### src/rtl/example_4s_pipe.sv
// Three-stage valid-tracked pipeline computing a per-bit boolean function of four operands,
// with global stall on output backpressure and a wrapping count of delivered results.
module example_4s_pipe #(
    parameter int W     = 8,
    parameter int CNT_W = 16
) (
    input  logic             clk,
    input  logic             rst_n,
    input  logic             in_valid,
    output logic             in_ready,
    input  logic [W-1:0]     a,
    input  logic [W-1:0]     b,
    input  logic [W-1:0]     c,
    input  logic [W-1:0]     d,
    input  logic [1:0]       mode,
    output logic             out_valid,
    input  logic             out_ready,
    output logic [W-1:0]     f,
    output logic             f_any,
    output logic [CNT_W-1:0] result_cnt
);

    logic adv;

    logic         s1_valid_q, s1_valid_d;
    logic [W-1:0] s1_t1_q, s1_t1_d;
    logic [W-1:0] s1_t2_q, s1_t2_d;
    logic [W-1:0] s1_t3_q, s1_t3_d;
    logic [W-1:0] s1_t4_q, s1_t4_d;
    logic [1:0]   s1_mode_q, s1_mode_d;

    logic         s2_valid_q, s2_valid_d;
    logic [W-1:0] s2_t5_q, s2_t5_d;
    logic [W-1:0] s2_t6_q, s2_t6_d;
    logic [W-1:0] s2_t2_q, s2_t2_d;
    logic [1:0]   s2_mode_q, s2_mode_d;

    logic         s3_valid_q, s3_valid_d;
    logic [W-1:0] f_q, f_d;

    logic [CNT_W-1:0] cnt_q, cnt_d;

    logic [W-1:0] fb;
    logic [W-1:0] res_sel;

    assign adv      = !s3_valid_q || out_ready;
    assign in_ready = adv;

    always_comb begin
        fb = (s2_t5_q & ~s2_t6_q) | (s2_t6_q & ~s2_t2_q);
        case (s2_mode_q)
            2'd0:    res_sel = fb;
            2'd1:    res_sel = s2_t5_q;
            2'd2:    res_sel = s2_t6_q;
            default: res_sel = ~fb;
        endcase
    end

    always_comb begin
        s1_valid_d = s1_valid_q;
        s1_t1_d    = s1_t1_q;
        s1_t2_d    = s1_t2_q;
        s1_t3_d    = s1_t3_q;
        s1_t4_d    = s1_t4_q;
        s1_mode_d  = s1_mode_q;
        s2_valid_d = s2_valid_q;
        s2_t5_d    = s2_t5_q;
        s2_t6_d    = s2_t6_q;
        s2_t2_d    = s2_t2_q;
        s2_mode_d  = s2_mode_q;
        s3_valid_d = s3_valid_q;
        f_d        = f_q;
        cnt_d      = cnt_q;

        if (adv) begin
            s1_valid_d = in_valid;
            s2_valid_d = s1_valid_q;
            s3_valid_d = s2_valid_q;
            // Data only loads with a valid beat so idle inputs never reach f.
            if (in_valid) begin
                s1_t1_d   = a & b;
                s1_t2_d   = c & d;
                s1_t3_d   = a ^ c;
                s1_t4_d   = b ^ d;
                s1_mode_d = mode;
            end
            if (s1_valid_q) begin
                s2_t5_d   = s1_t1_q | s1_t2_q;
                s2_t6_d   = s1_t3_q & ~s1_t4_q;
                s2_t2_d   = s1_t2_q;
                s2_mode_d = s1_mode_q;
            end
            if (s2_valid_q) begin
                f_d = res_sel;
            end
        end

        if (s3_valid_q && out_ready) begin
            cnt_d = cnt_q + CNT_W'(1);
        end
    end

    always_ff @(posedge clk or negedge rst_n) begin
        if (!rst_n) begin
            s1_valid_q <= 1'b0;
            s1_t1_q    <= '0;
            s1_t2_q    <= '0;
            s1_t3_q    <= '0;
            s1_t4_q    <= '0;
            s1_mode_q  <= '0;
            s2_valid_q <= 1'b0;
            s2_t5_q    <= '0;
            s2_t6_q    <= '0;
            s2_t2_q    <= '0;
            s2_mode_q  <= '0;
            s3_valid_q <= 1'b0;
            f_q        <= '0;
            cnt_q      <= '0;
        end else begin
            s1_valid_q <= s1_valid_d;
            s1_t1_q    <= s1_t1_d;
            s1_t2_q    <= s1_t2_d;
            s1_t3_q    <= s1_t3_d;
            s1_t4_q    <= s1_t4_d;
            s1_mode_q  <= s1_mode_d;
            s2_valid_q <= s2_valid_d;
            s2_t5_q    <= s2_t5_d;
            s2_t6_q    <= s2_t6_d;
            s2_t2_q    <= s2_t2_d;
            s2_mode_q  <= s2_mode_d;
            s3_valid_q <= s3_valid_d;
            f_q        <= f_d;
            cnt_q      <= cnt_d;
        end
    end

    assign out_valid  = s3_valid_q;
    assign f          = f_q;
    assign f_any      = |f_q;
    assign result_cnt = cnt_q;

endmodule

### config.mk
export PLATFORM = sky130hd
export DESIGN_NAME = example_4s_pipe
export DESIGN_NICKNAME = d
export VERILOG_FILES = /design/src/rtl/example_4s_pipe.sv
export SDC_FILE = /design/constraint.sdc
export NUM_CORES = 1
export LEC_CHECK = 0
export ABC_CLOCK_PERIOD_IN_PS = 1540
export BUFFER_PORTS_ARGS = -buffer_cell sky130_fd_sc_hd__buf_2
export CORE_MARGIN = 4
export CORE_UTILIZATION = 50
export CTS_CLUSTER_DIAMETER = 150
export DETAILED_ROUTE_END_ITERATION = 8
export GPL_TIMING_DRIVEN = 0
export PLACE_DENSITY_LB_ADDON = 0.15
export SYNTH_ARGS = -nofsm -noshare
export SYNTH_HDL_FRONTEND = slang
export SYNTH_SLANG_ARGS = --single-unit
### constraint.sdc
create_clock -name clk -period 1.54 [get_ports clk]
set_input_delay 0.154 -clock clk [delete_from_list [all_inputs] [get_ports clk]]
set_output_delay 0.154 -clock clk [all_outputs]
set_load 0.03 [all_outputs]
## Yosys cells after proc, flatten, opt, wreduce, memory -nomap -nowiden

Cells that the tools add are included.

| word-level totals | value |
|---|---|
| bits of input ports | 38 |
| word-level logic and storage cells | 39 |
| register bits after elaboration | 87 |

| cells by class | value |
|---|---|
| add/sub/neg operators | 1 |
| muxes and demuxes | 1 |
| equality and inequality tests | 2 |
| reduce and logical (&&, ||, !) cells | 8 |
| bitwise operators | 13 |

Operator list:

| cell | number |
|---|---|
| 8-bit bitwise AND | 5 |
| 8-bit NOT | 4 |
| 8-bit case mux with 3 select lines | 1 |
| 16-bit by 1-bit adder with 16-bit output (second input constant) | 1 |
| 8-bit bitwise OR | 2 |
| 8-bit XOR | 2 |
| 8-bit OR reduction | 1 |
| 2-bit AND reduction | 3 |
| 2-bit by 1-bit equality test with 1-bit output (second input constant) | 1 |
| 2-bit equality test (second input constant) | 1 |
| 2-bit logical NOT | 1 |
| 1-bit logical AND | 1 |
| 1-bit logical NOT | 1 |
| 1-bit logical OR | 1 |

## Depth between registers and ports, before layout

Gate-level depths: netlist of the first run.

| depth | value |
|---|---|
| word-level depth | 5 |
| depth in mapped cells | 7 |
| mapped depth without buffers | 5 |

## Worst setup path after synthesis of the first run

No wires, ideal clock.

| timing path | value |
|---|---|
| kind | reg2reg |
| from | register s3_valid_q, in the netlist out_valid |
| to | register s2_t2_q[0] |
| required time | 1.413 ns |
| setup time | 0.127 ns |
| setup slack | 0.024 ns |
| cell stages (with the launch flop) | 6 |
| arrival | 1.388 ns |
| period minus slack after synthesis | 1.516 ns |
| cell sequence | dfrtp_1 -> nand2b_1 -> buf_4 -> nand2_2 -> buf_6 -> mux2_1 |

| on the way | value |
|---|---|
| word-level cells in the longest chain between the ends | 3 |

RTL lines:

| element | line | RTL |
|---|---|---|
| from (decl) | 38 | `logic s3_valid_q, s3_valid_d;` |
| from (signal assigned) | 131 | `s3_valid_q <= s3_valid_d;` |
| 1-bit logical NOT | 46 | `assign adv = !s3_valid_q \|\| out_ready;` |
| 1-bit logical OR | 46 |  |
| via in_ready | 10 | `output logic in_ready,` |
| 2-bit AND reduction (no source line) | - |  |
| to (signal assigned) | 129 | `s2_t2_q <= s2_t2_d;` |
| to (decl) | 35 | `logic [W-1:0] s2_t2_q, s2_t2_d;` |

The timed path passes the listed nets, and every way through them passes these cells.
A chain may end at the register's enable or synchronous reset.

## Final worst setup path of the first run

| timing path | value |
|---|---|
| from | register f_q[1], in the netlist f[1] |
| to | output f_any |

| on the way | value |
|---|---|
| word-level cells in the longest chain between the ends | 1 |

RTL lines:

| element | line | RTL |
|---|---|---|
| from (decl) | 39 | `logic [W-1:0] f_q, f_d;` |
| from (signal assigned) | 117 | `f_q <= '0;` |
| from (signal assigned) | 132 | `f_q <= f_d;` |
| 8-bit OR reduction | 139 | `assign f_any = \|f_q;` |
| to (decl) | 19 | `output logic f_any,` |

No other way between the ends.

==> results of run 1 <==
[flip-flops by register name, indices dropped and copies added, names as in the netlist]
signal,count
s2_t2_q,8
s2_valid_q,1
s2_t5_q,8
s2_t6_q,8
s1_t2_q,8
result_cnt,16
s1_t4_q,8
s1_t1_q,8
f,8
s1_mode_q,2
out_valid,1
s1_valid_q,1
s1_t3_q,8
s2_mode_q,2
[cells in the final DEF, fill, tap and decap left out, types with 3 or more instances in the layout]
| master | instances |
|---|---|
| o21ai_1 | 43 |
| nand2_1 | 81 |
| nor2b_1 | 8 |
| dfrtp_1 | 86 |
| o21ai_0 | 16 |
| mux2_1 | 9 |
| inv_1 | 12 |
| clkbuf_8 | 9 |
| xnor2_1 | 23 |
| a221oi_1 | 7 |
| clkinvlp_4 | 3 |
| nand2b_1 | 10 |
| nor3b_1 | 8 |
| clkbuf_2 | 5 |
| buf_2 | 67 |
| nand3_1 | 5 |
| a22o_1 | 7 |
| buf_4 | 6 |
| nor2_1 | 19 |
| mux2_2 | 4 |
| xor2_1 | 8 |
[power by group through the flow]
| stage | sequential [mW] | clock [mW] | combinational, mW |
|---|---|---|---|
| after floorplan | 3.84 | 0 | 1.60 |
| final | 3.66 | 1.73 | 2.55 |
| after global routing | 3.78 | 1.87 | 2.89 |
| after global placement | 3.61 | 0 | 2.51 |
| after CTS | 3.62 | 1.77 | 2.64 |
| after detailed placement | 3.67 | 0 | 2.61 |
[per-layer routing]
layer	routed length (um)	vias up	track usage [%]
met4	76	0	5.45
met1	3480	1356	24.4
met5	0	-	0
met3	356	8	3.05
met2	3650	63	30.8
li1	-	1422	-
[critical path: stages (launching register included)]
cell	delay, ns
dfrtp_1	0.41
nor4_1	0.30
nand2_1	0.09
buf_2	0.18
[kinds of logic after synthesis]
kind of cell | after synthesis
XOR/XNOR | 31
multiplexers | 13
AO/OA/AOI/OAI | 74
adder cells (fa/ha/maj) | 1
flip-flops | 87
AND/OR/NAND/NOR | 145
buffers and inverters | 28
[how the worst max path moves through the flow]
stage,start,slack (ns),depth (start not counted),end
after global routing,result_cnt[0]$_DFFE_PN0P_,0.006,5,result_cnt[8]$_DFFE_PN0P_
after global placement,rst_n,-0.39,1,s1_t2_q[5]$_DFFE_PN0P_
final,f[1]$_DFFE_PN0P_,0.08,3,f_any
after floorplan,out_valid$_DFFE_PN0N_,0.02,5,s2_t2_q[0]$_DFFE_PN0P_
after detailed placement,s2_mode_q[0]$_DFFE_PN0P_,-0.05,4,f[7]$_DFFE_PN0P_
after CTS,s2_mode_q[0]$_DFFE_PN0P_,0.02,4,f[7]$_DFFE_PN0P_
[area by class of cell]
| type | instances | share of cell area [%] |
|---|---|---|
| flip-flops and latches | 87 | 47.3 |
| multi-input cells | 264 | 34.4 |
| repair buffers | 66 | 7.83 |
| clock buffers | 9 | 2.69 |
| well taps | 99 | 2.69 |
| clock inverters | 7 | 2.09 |
| plain buffers | 15 | 2.04 |
| inverters | 12 | 0.979 |
[what timing repair did]
item | 4_1_cts | 5_1_grt
hold buffers | 1 | 0
hold endpoints to repair | 28 | 0
pin swaps | 0 | 1
resized for setup | 1 | 8
endpoints found under the setup margin | 1 | 26
==> implementation parameters, run 1 <==
Parameter                              Value

Power and ir drop
  Switching power    2.92 mW
  Worst VDD drop    between 0.0006 and 0.0007 V
  Leak pwr    approximately 2.2 nW
  Internal cell power    5.01 mW
  Combinational fraction of design power    approximately a third
  Part of the power in the clock network    a little over a fifth
  Sequential share of power    46.1%
  Switching Share    between 30% and 40%
  PnR Total Power    7.94 mW
  Power density over the cells    ~1700 nW/um^2

CTS
  Number of buffers created by CTS    9
  Total number of clock tree sinks    slightly below 90
  Cell at the root of the clock tree    clkbuf_8
  Setup repair bufs after CTS    0
  Clock Tree Buf Depth    2
  Worst-path clk slew    0.09 ns
  Worst-Skew Late Latency    between 0.3 and 0.4 ns
  H-Tree Level Count    3
  TritonCTS clock tree    built

Layout
  Filler Cell Count    ~660
  Total area of multi-input combinational cells    around 1600 sq um
  Final instance count without filler cells    roughly 560
  # diodes    0
  Fraction of layout instances using a drive strength above 1    23.7%
  Core Util, Final    between 60 and 70%
  Layout overhead on the synthesized area    18.6%
  Nets@finish    just under 500
  Cell area after layout    about 4600 sq um
  Flip-flop and latch area    approximately 2200 sq um

Setup path
  Type of the worst setup path    flip-flop to primary output
  Worst setup EP type    primary output
  Required arrival time at the worst endpoint    approximately 1.4 ns
  Highest net fanout along the worst path    3
  Reg2reg path depth    5
  Flop2flop setup slack    ~0.12 ns
  Type of origin of the critical path    flip-flop
  Arrival time of data at the critical path endpoint    1.31 ns
  Endpoint of the lowest-slack register-to-register path    result_cnt[8]$_DFFE_PN0P_
  R2R Path Start    result_cnt[0]$_DFFE_PN0P_

Floorplanning
  I/O pin total    65
  Effective utilization at floorplan    a little over half
  Width of the chip    slightly below 100 um
  Cell row count    31
  Floorplan Core Area    7410 sq um
  Die area    9240 sq um
  DIE HEIGHT    96.1 um

Global route
  Congestion Overflow GR    0
  Global-route wire length before repair    about 13,000 um
  Number of global-route vias before repair    about 2,900
  Maximum number of pins on one net before global-route repair    60
  Global-route usage over all layers    between 15 and 20%
  Initial antenna violation count    0

Detailed routing
  Vias per cell    5.10
  Vias    2,849
  DRC marker count from the first detailed-route iteration    about 140
  TritonRoute pass-1 iters    5
  Residual DRC    0
  Detailed-route wire length per cell    approximately 14 um
  Post-route antenna net violation count    0
  Wire length after detailed routing    approximately 7600 um

Synthesis
  Part of the Yosys area used for sequential elements    a little under three fifths
  Post-synthesis adder-cell area fraction    0.322%
  Post-Synth Simple-Gate Area    18.2%
  Top area cells in the synthesized netlist    dfrtp_1 56%, nand2_1 7.8%, o21ai_1 5.5%, xnor2_1 5.2%, mux2_1 2.6%
  Most used flip-flop cell after synthesis    dfrtp_1
  Main combinational cell family by area after synthesis    simple AND/OR/NAND/NOR gates
  Per-instance average area after synthesis    approximately 10 sq um
  YS warnings    0
  Number of distinct library cell variants in the gate-level netlist after synthesis    32
  Area of the mapped netlist    3880 sq um
  Async S/R FF share, synth    100%
  Top-count cell post-synth    dfrtp_1
  Total of flip-flops plus latches after synthesis    87
  Syn_nets    approximately 420
  Share of the synthesized area in the top cell type    between 50% and 60%
  Share of the synthesized area in compound gates (AO/OA/AOI/OAI)    between 10% and 20%
  Number of synthesized flops with an enable pin    0
  Fraction of synthesized area in multiplexers    under 10%
  XOR/XNOR share of the synthesized area    under 10%
  Cell type with the highest aggregate area in the netlist    dfrtp_1
  Count of mapped cells out of synthesis    between 300 and 400
  Most frequent cells after synthesis    87 x dfrtp_1, 81 x nand2_1, 43 x o21ai_1

Timing
  Final worst path period share    approximately 95%
  Post-route setup slack    0.0775 ns
  Time the final worst path needs with I/O delays and setup    between 1 and 1.5 ns
  Headroom to the max-slew limit    about three quarters
  Worst-margin pin slew    between 0.3 and 0.4 ns
  RSZ-0062 raised after global routing    no
  Post-route setup TNS    0 ns
  Smallest hold slack    0.0275 ns
  Fin. max-slew vios    0
  # setup viols final    0
  Timing-limited maximum frequency    around 0.68 GHz
  Hold Vio Cnt, Final    0
  Clock skew after layout    a little over 0.008 ns

Flow run
  Number of max-capacitance violations reported    0

Min path
  Worst hold endpoint    s1_mode_q[0]$_DFFE_PN0P_
  Kind of path behind the tightest hold check    input port to flip-flop
  Startpoint of the tightest hold check path    mode[0]
  Worst hold stages    2

Place
  Placer congestion estimate    roughly 0.7
  Post-DP HPWL    5920 um
  Cell Count Post-Placement    between 500 and 600
  DP Worst Slack    -0.0528 ns
  Number of I/O port buffers    64
  Cell area reported after detailed placement    between 4000 and 5000 sq um

Status
  Result of the run    completed
Power figures use the tool's default switching activity.
==> inputs of run 2 (changes only) <==
- CELL_PAD_IN_SITES_DETAIL_PLACEMENT: not set -> 0
- CELL_PAD_IN_SITES_GLOBAL_PLACEMENT: not set -> 2
- CORE_UTILIZATION: 50 -> 35
==> run 2 against run 1 <==
Compared with the run above:
- total power down 1.5%
- sequential share of layout area down 0.62 points
- global-route usage down 4.2 points
==> implementation parameters, run 2 (same netlist as run 1, synthesis figures left out) <==
Parameter                              Value

Status
  Result of the run    completed

Floorplanning
  Width of the chip    113 um
  DIE HEIGHT    around 110 um
  Effective utilization at floorplan    35.8%
  I/O pin total    65
  Floorplan Core Area    ~11,000 sq um
  Cell row count    38
  Die area    roughly 13,000 sq um

Setup path
  Type of the worst setup path    flip-flop to primary output
  Arrival time of data at the critical path endpoint    about 1.3 ns
  Worst setup EP type    primary output
  Required arrival time at the worst endpoint    1.39 ns
  Highest net fanout along the worst path    3
  Type of origin of the critical path    flip-flop

Timing
  Final worst path period share    a little over nine tenths
  RSZ-0062 raised after global routing    yes
  Hold Vio Cnt, Final    0
  Smallest hold slack    about 0.018 ns
  Headroom to the max-slew limit    76.9%
  Worst-margin pin slew    0.347 ns
  Timing-limited maximum frequency    0.683 GHz
  Clock skew after layout    ~0.0072 ns
  Time the final worst path needs with I/O delays and setup    around 1.5 ns
  # setup viols final    0
  Fin. max-slew vios    0

Power and ir drop
  Sequential share of power    a little under half
  Switching Share    37.4%
  Leak pwr    around 2.2 nW
  Power density over the cells    between 1500 and 2000 nW/um^2
  Worst VDD drop    ~0.00067 V
  Combinational fraction of design power    34.8%
  Part of the power in the clock network    between 10% and 20%
  Switching power    approximately 2.9 mW
  Internal cell power    between 4 and 5 mW
  PnR Total Power    slightly below 8 mW

Detailed routing
  Post-route antenna net violation count    0
  Vias per cell    4.67
  Residual DRC    0
  Detailed-route wire length per cell    13.9 um
  TritonRoute pass-1 iters    4
  DRC marker count from the first detailed-route iteration    between 150 and 200
  Wire length after detailed routing    between 8000 and 9000 um
  Vias    2,817

Global route
  Initial antenna violation count    0
  Congestion Overflow GR    0
  Maximum number of pins on one net before global-route repair    64
  Global-route usage over all layers    between 10% and 20%
  Number of global-route vias before repair    ~3,000
  Global-route wire length before repair    about 15,000 um

CTS
  H-Tree Level Count    3
  Worst-Skew Late Latency    0.35 ns
  Total number of clock tree sinks    between 80 and 90
  Clock Tree Buf Depth    2
  Number of buffers created by CTS    9
  TritonCTS clock tree    built
  Cell at the root of the clock tree    clkbuf_8
  Worst-path clk slew    about 0.080 ns

Layout
  Filler Cell Count    1,100
  Total area of multi-input combinational cells    roughly 1600 sq um
  Number of flip-flops in the largest register    16
  Layout overhead on the synthesized area    20.2%
  Most common library cell in the layout ignoring fill and taps    dfrtp_1
  Highest-count cells in the layout ignoring fill and taps    86 x dfrtp_1, 81 x nand2_1, 67 x buf_2
  Nets@finish    roughly 500
  # diodes    0
  Final instance count without filler cells    603
  Fraction of layout instances using a drive strength above 1    24.0%
  Flip-flop and latch area    2180 sq um

Place
  Cell Count Post-Placement    just under 600
  Post-DP HPWL    6270 um
  Placer congestion estimate    approximately 0.69
  Number of I/O port buffers    64

Flow run
  Number of max-capacitance violations reported    0

Min path
  Kind of path behind the tightest hold check    input port to flip-flop
## run 2: cell types whose count changed in the layout (fill, tap and decap cells not counted), sizes merged
cell         before  now
inv              13   12
buf              75   78
bufinv            2    0
clkinvlp          3    0
clkinv            1    0
dlygate4sd3       1    2
clkbuf           14   20
## run 2: path summary, 6_finish.rpt
path                                            start                          to  slack [ns]  cells past startpoint
min                                           mode[0]    s1_mode_q[0]$_DFFE_PN0P_        0.02                      2
max                                  f[2]$_DFFE_PN0P_                       f_any        0.08                      3
max reg2reg                  s2_mode_q[0]$_DFFE_PN0P_            f[5]$_DFFE_PN0P_        0.11                      4
min in group asynchronous                       rst_n   result_cnt[0]$_DFFE_PN0P_        0.25                      2
min reg2reg                result_cnt[15]$_DFFE_PN0P_  result_cnt[15]$_DFFE_PN0P_        0.47                      1
max in group asynchronous                       rst_n    s2_mode_q[0]$_DFFE_PN0P_        0.67                      3
## run 2: cell type report
type / count / area share, %
buffer: 16 / 2.20
tap: 140 / 3.76
inverter: 12 / 0.966
clock buffer: 15 / 3.78
timing repair buffer: 69 / 8.40
sequential: 87 / 46.7
multi-input combinational: 264 / 34.2
## run 2: critical path, cell delays in order (launching register included)
cell,delay (ns)
dfrtp_1,0.41
nor4_2,0.30
nand2_1,0.10
buf_6,0.15
## run 2: metal layers
metal | up-vias | global-route usage [%] | part of all wire [%]
li1 | 1428 | - | -
met1 | 1326 | 19.0 | 48
met2 | 57 | 22.6 | 46
met3 | 6 | 3.32 | 4.8
met4 | 0 | 4.81 | 1.1
met5 | - | 0 | 0
## run 2: metrics by stage
stage | setup WS [ns] | TNS, ns | util, % | area, sq um
finish | 0.0752 | 0 | 43.0 | 4660
global route | -0.000201 | -0.000201 | 43.0 | 4660
CTS | 0.00684 | 0 | 42.5 | 4610
detailed placement | 0.0254 | 0 | 40.7 | 4410
global placement | -0.472 | -40.20 | 40.4 | 4380
floorplan | 0.0244 | 0 | - | 3880
## run 2: what timing repair did
action | 4_1_cts | 5_1_grt
hold endpoints to repair | 25 | 0
hold buffers | 2 | 0
resized for setup | 1 | 14
setup buffers | 0 | 2
pin swaps | 0 | 2
setup endpoints to repair | 1 | 32
## run 2: power by group through the flow
stage	logic [mW]	registers [mW]	clock network, mW
after floorplan	1.60	3.84	0
after global placement	2.57	3.65	0
after detailed placement	2.62	3.68	0
after CTS	2.64	3.64	1.55
after global routing	3.09	3.76	1.63
final	2.72	3.63	1.46
==> inputs of run 3 (changes only) <==
- CORE_UTILIZATION: 35 -> 37
- CTS_BUF_LIST: not set -> sky130_fd_sc_hd__clkbuf_2 sky130_fd_sc_hd__clkbuf_4 sky130_fd_sc_hd__clkbuf_8
- CTS_CLUSTER_SIZE: not set -> 16
- PLACE_DENSITY: not set -> 0.93
- PLACE_DENSITY_LB_ADDON: 0.15 -> not set
==> run 3 against run 2 <==
Compared with the run above:
- global-route usage grew 0.11 points
- setup slack better by 0.0017 ns
- critical endpoint unchanged
- die area shrank 5.0%
==> implementation parameters, run 3 (same netlist as run 1, synthesis figures left out) <==
Parameter                              Value

Timing
  RSZ-0062 raised after global routing    no
  Final worst path period share    between 90% and 100%
  # setup viols final    0
  Fin. max-slew vios    0
  Time the final worst path needs with I/O delays and setup    between 1 and 1.5 ns
  Clock skew after layout    roughly 0.012 ns
  Worst-margin pin slew    0.332 ns
  Timing-limited maximum frequency    ~0.68 GHz
  Headroom to the max-slew limit    77.8%
  Hold Vio Cnt, Final    0
  Post-route setup TNS    0 ns

Flow run
  Number of max-capacitance violations reported    0

Global route
  Initial antenna violation count    0
  Maximum number of pins on one net before global-route repair    between 60 and 70
  Global-route wire length before repair    roughly 14,000 um
  Congestion Overflow GR    0
  Global-route usage over all layers    14.3%
  Number of global-route vias before repair    between 2,000 and 3,000

Setup path
  Worst setup EP type    primary output
  Type of the worst setup path    flip-flop to primary output
  Crit path from    f[5]$_DFFE_PN0P_
  Arrival time of data at the critical path endpoint    about 1.3 ns
  Highest net fanout along the worst path    3
  Type of origin of the critical path    flip-flop
  R2R Path Start    s2_mode_q[0]$_DFFE_PN0P_
  Required arrival time at the worst endpoint    roughly 1.4 ns
  Reg2reg path depth    4

Detailed routing
  Vias    2,897
  Residual DRC    0
  TritonRoute pass-1 iters    4
  Vias per cell    just under 5
  Post-route antenna net violation count    0
  Detailed-route wire length per cell    approximately 14 um
  Wire length after detailed routing    between 8000 and 9000 um
  DRC marker count from the first detailed-route iteration    148

Floorplanning
  Cell row count    37
  Die area    approximately 12,000 sq um
  DIE HEIGHT    between 100 and 150 um
  Effective utilization at floorplan    37.8%
  I/O pin total    65
  Width of the chip    about 110 um
  Floorplan Core Area    between 10,000 and 15,000 sq um

Power and ir drop
  Part of the power in the clock network    between 20 and 25%
  Leak pwr    2.25 nW
  Power density over the cells    1730 nW/um^2
  Worst VDD drop    ~0.00063 V
  Switching power    3.04 mW
  Sequential share of power    between 40 and 50%
  Switching Share    around 37%
  Internal cell power    between 5 and 6 mW
  Combinational fraction of design power    33.9%

CTS
  Worst-Skew Late Latency    about 0.36 ns
  H-Tree Level Count    3
  Cell at the root of the clock tree    clkbuf_8
  Total number of clock tree sinks    87
  TritonCTS clock tree    built
  Worst-path clk slew    roughly 0.09 ns
  Number of buffers created by CTS    9
  Clock Tree Buf Depth    2

Layout
  Layout overhead on the synthesized area    21.3%
  Highest-count cells in the layout ignoring fill and taps    86 x dfrtp_1, 80 x nand2_1, 68 x buf_2
  Filler Cell Count    about 1,000
  Fraction of layout instances using a drive strength above 1    roughly a quarter
  Nets@finish    500
  Final instance count without filler cells    602
  Number of flip-flops in the largest register    16
  Most common library cell in the layout ignoring fill and taps    dfrtp_1
  # diodes    0

Place
  Number of I/O port buffers    between 60 and 70
  Post-DP HPWL    approximately 6100 um
  Placer congestion estimate    around 0.73
  Cell Count Post-Placement    580

Min path
  Startpoint of the tightest hold check path    mode[1]
  Worst hold stages    2
  Kind of path behind the tightest hold check    input port to flip-flop

Status
  Result of the run    completed
run 3: changes by cell type in the layout (fill, tap and decap cells not counted), moves of 2 or more:
cell       delta
clkbuf_1      -3
clkbuf_8      -3
buf_4         +3
bufinv_16     +2
a221oi_2      -2
clkinv_4      +2
a221oi_1      +2
buf_6         -2
run 3: through the flow:
step	setup slack (ns)	util [%]	hold WS [ns]	area, sq um	power, mW
2_1_floorplan	0.0244	-	-0.142	3880	5.44
3_3_place_gp	-0.407	42.5	0.369	4370	6.20
3_5_place_dp	-0.0421	42.8	0.0684	4400	6.33
4_1_cts	0.0185	45.4	0.00322	4660	8.16
5_1_grt	0.000542	45.8	0.0141	4710	8.80
6_report	0.0769	45.8	0.0148	4710	8.17
run 3: worst paths after layout:
path,to,slack [ns]
hold / removal,s1_mode_q[1]$_DFFE_PN0P_,0.01
setup reg to reg,f[3]$_DFFE_PN0P_,0.11
hold reg to reg,result_cnt[15]$_DFFE_PN0P_,0.48
max in group asynchronous,s2_t2_q[5]$_DFFE_PN0P_,0.69
setup / recovery,f_any,0.08
min in group asynchronous,result_cnt[4]$_DFFE_PN0P_,0.22
run 3: power by group through the flow:
| stage | registers [mW] | logic, mW | clock network [mW] |
|---|---|---|---|
| 2_1_floorplan | 3.84 | 1.60 | 0 |
| 3_3_place_gp | 3.63 | 2.57 | 0 |
| 3_5_place_dp | 3.68 | 2.65 | 0 |
| 4_1_cts | 3.64 | 2.69 | 1.83 |
| 5_1_grt | 3.73 | 3.12 | 1.94 |
| 6_report | 3.61 | 2.77 | 1.79 |
run 3: timing repair:
action / CTS / global route
buffers inserted: 0 / 4
setup endpoints to repair: 7 / 19
hold buffers: 2 / 0
gates cloned: 0 / 0
gates resized for setup: 4 / 6
endpoints found under the hold margin: 23 / 0
run 3: per-layer routing:
| metal | global-route usage, % | up-vias | wire length, um |
|---|---|---|---|
| met1 | 19.5 | 1376 | 3940 |
| met4 | 4.43 | 0 | 142 |
| met5 | 0 | - | 0 |
| met3 | 3.56 | 10 | 405 |
| met2 | 22.5 | 67 | 3770 |
| li1 | - | 1444 | - |
run 3: final cells by class:
cell class | count | area (sq um) | area share [%]
Multi-Input combinational cell | 264 | 1590 | 33.8
Clock inverter | 6 | 93.8 | 1.99
Inverter | 12 | 45.0 | 0.956
Sequential cell | 87 | 2180 | 46.3
Buffer | 16 | 98.8 | 2.10
Clock buffer | 10 | 131 | 2.79
Timing Repair Buffer | 71 | 400 | 8.50
Tap cell | 136 | 170 | 3.61
run 3: critical path: stages (launching register included):
cell	delay [ns]
dfrtp_1	0.41
nor4_2	0.28
nand2_1	0.08
buf_2	0.18
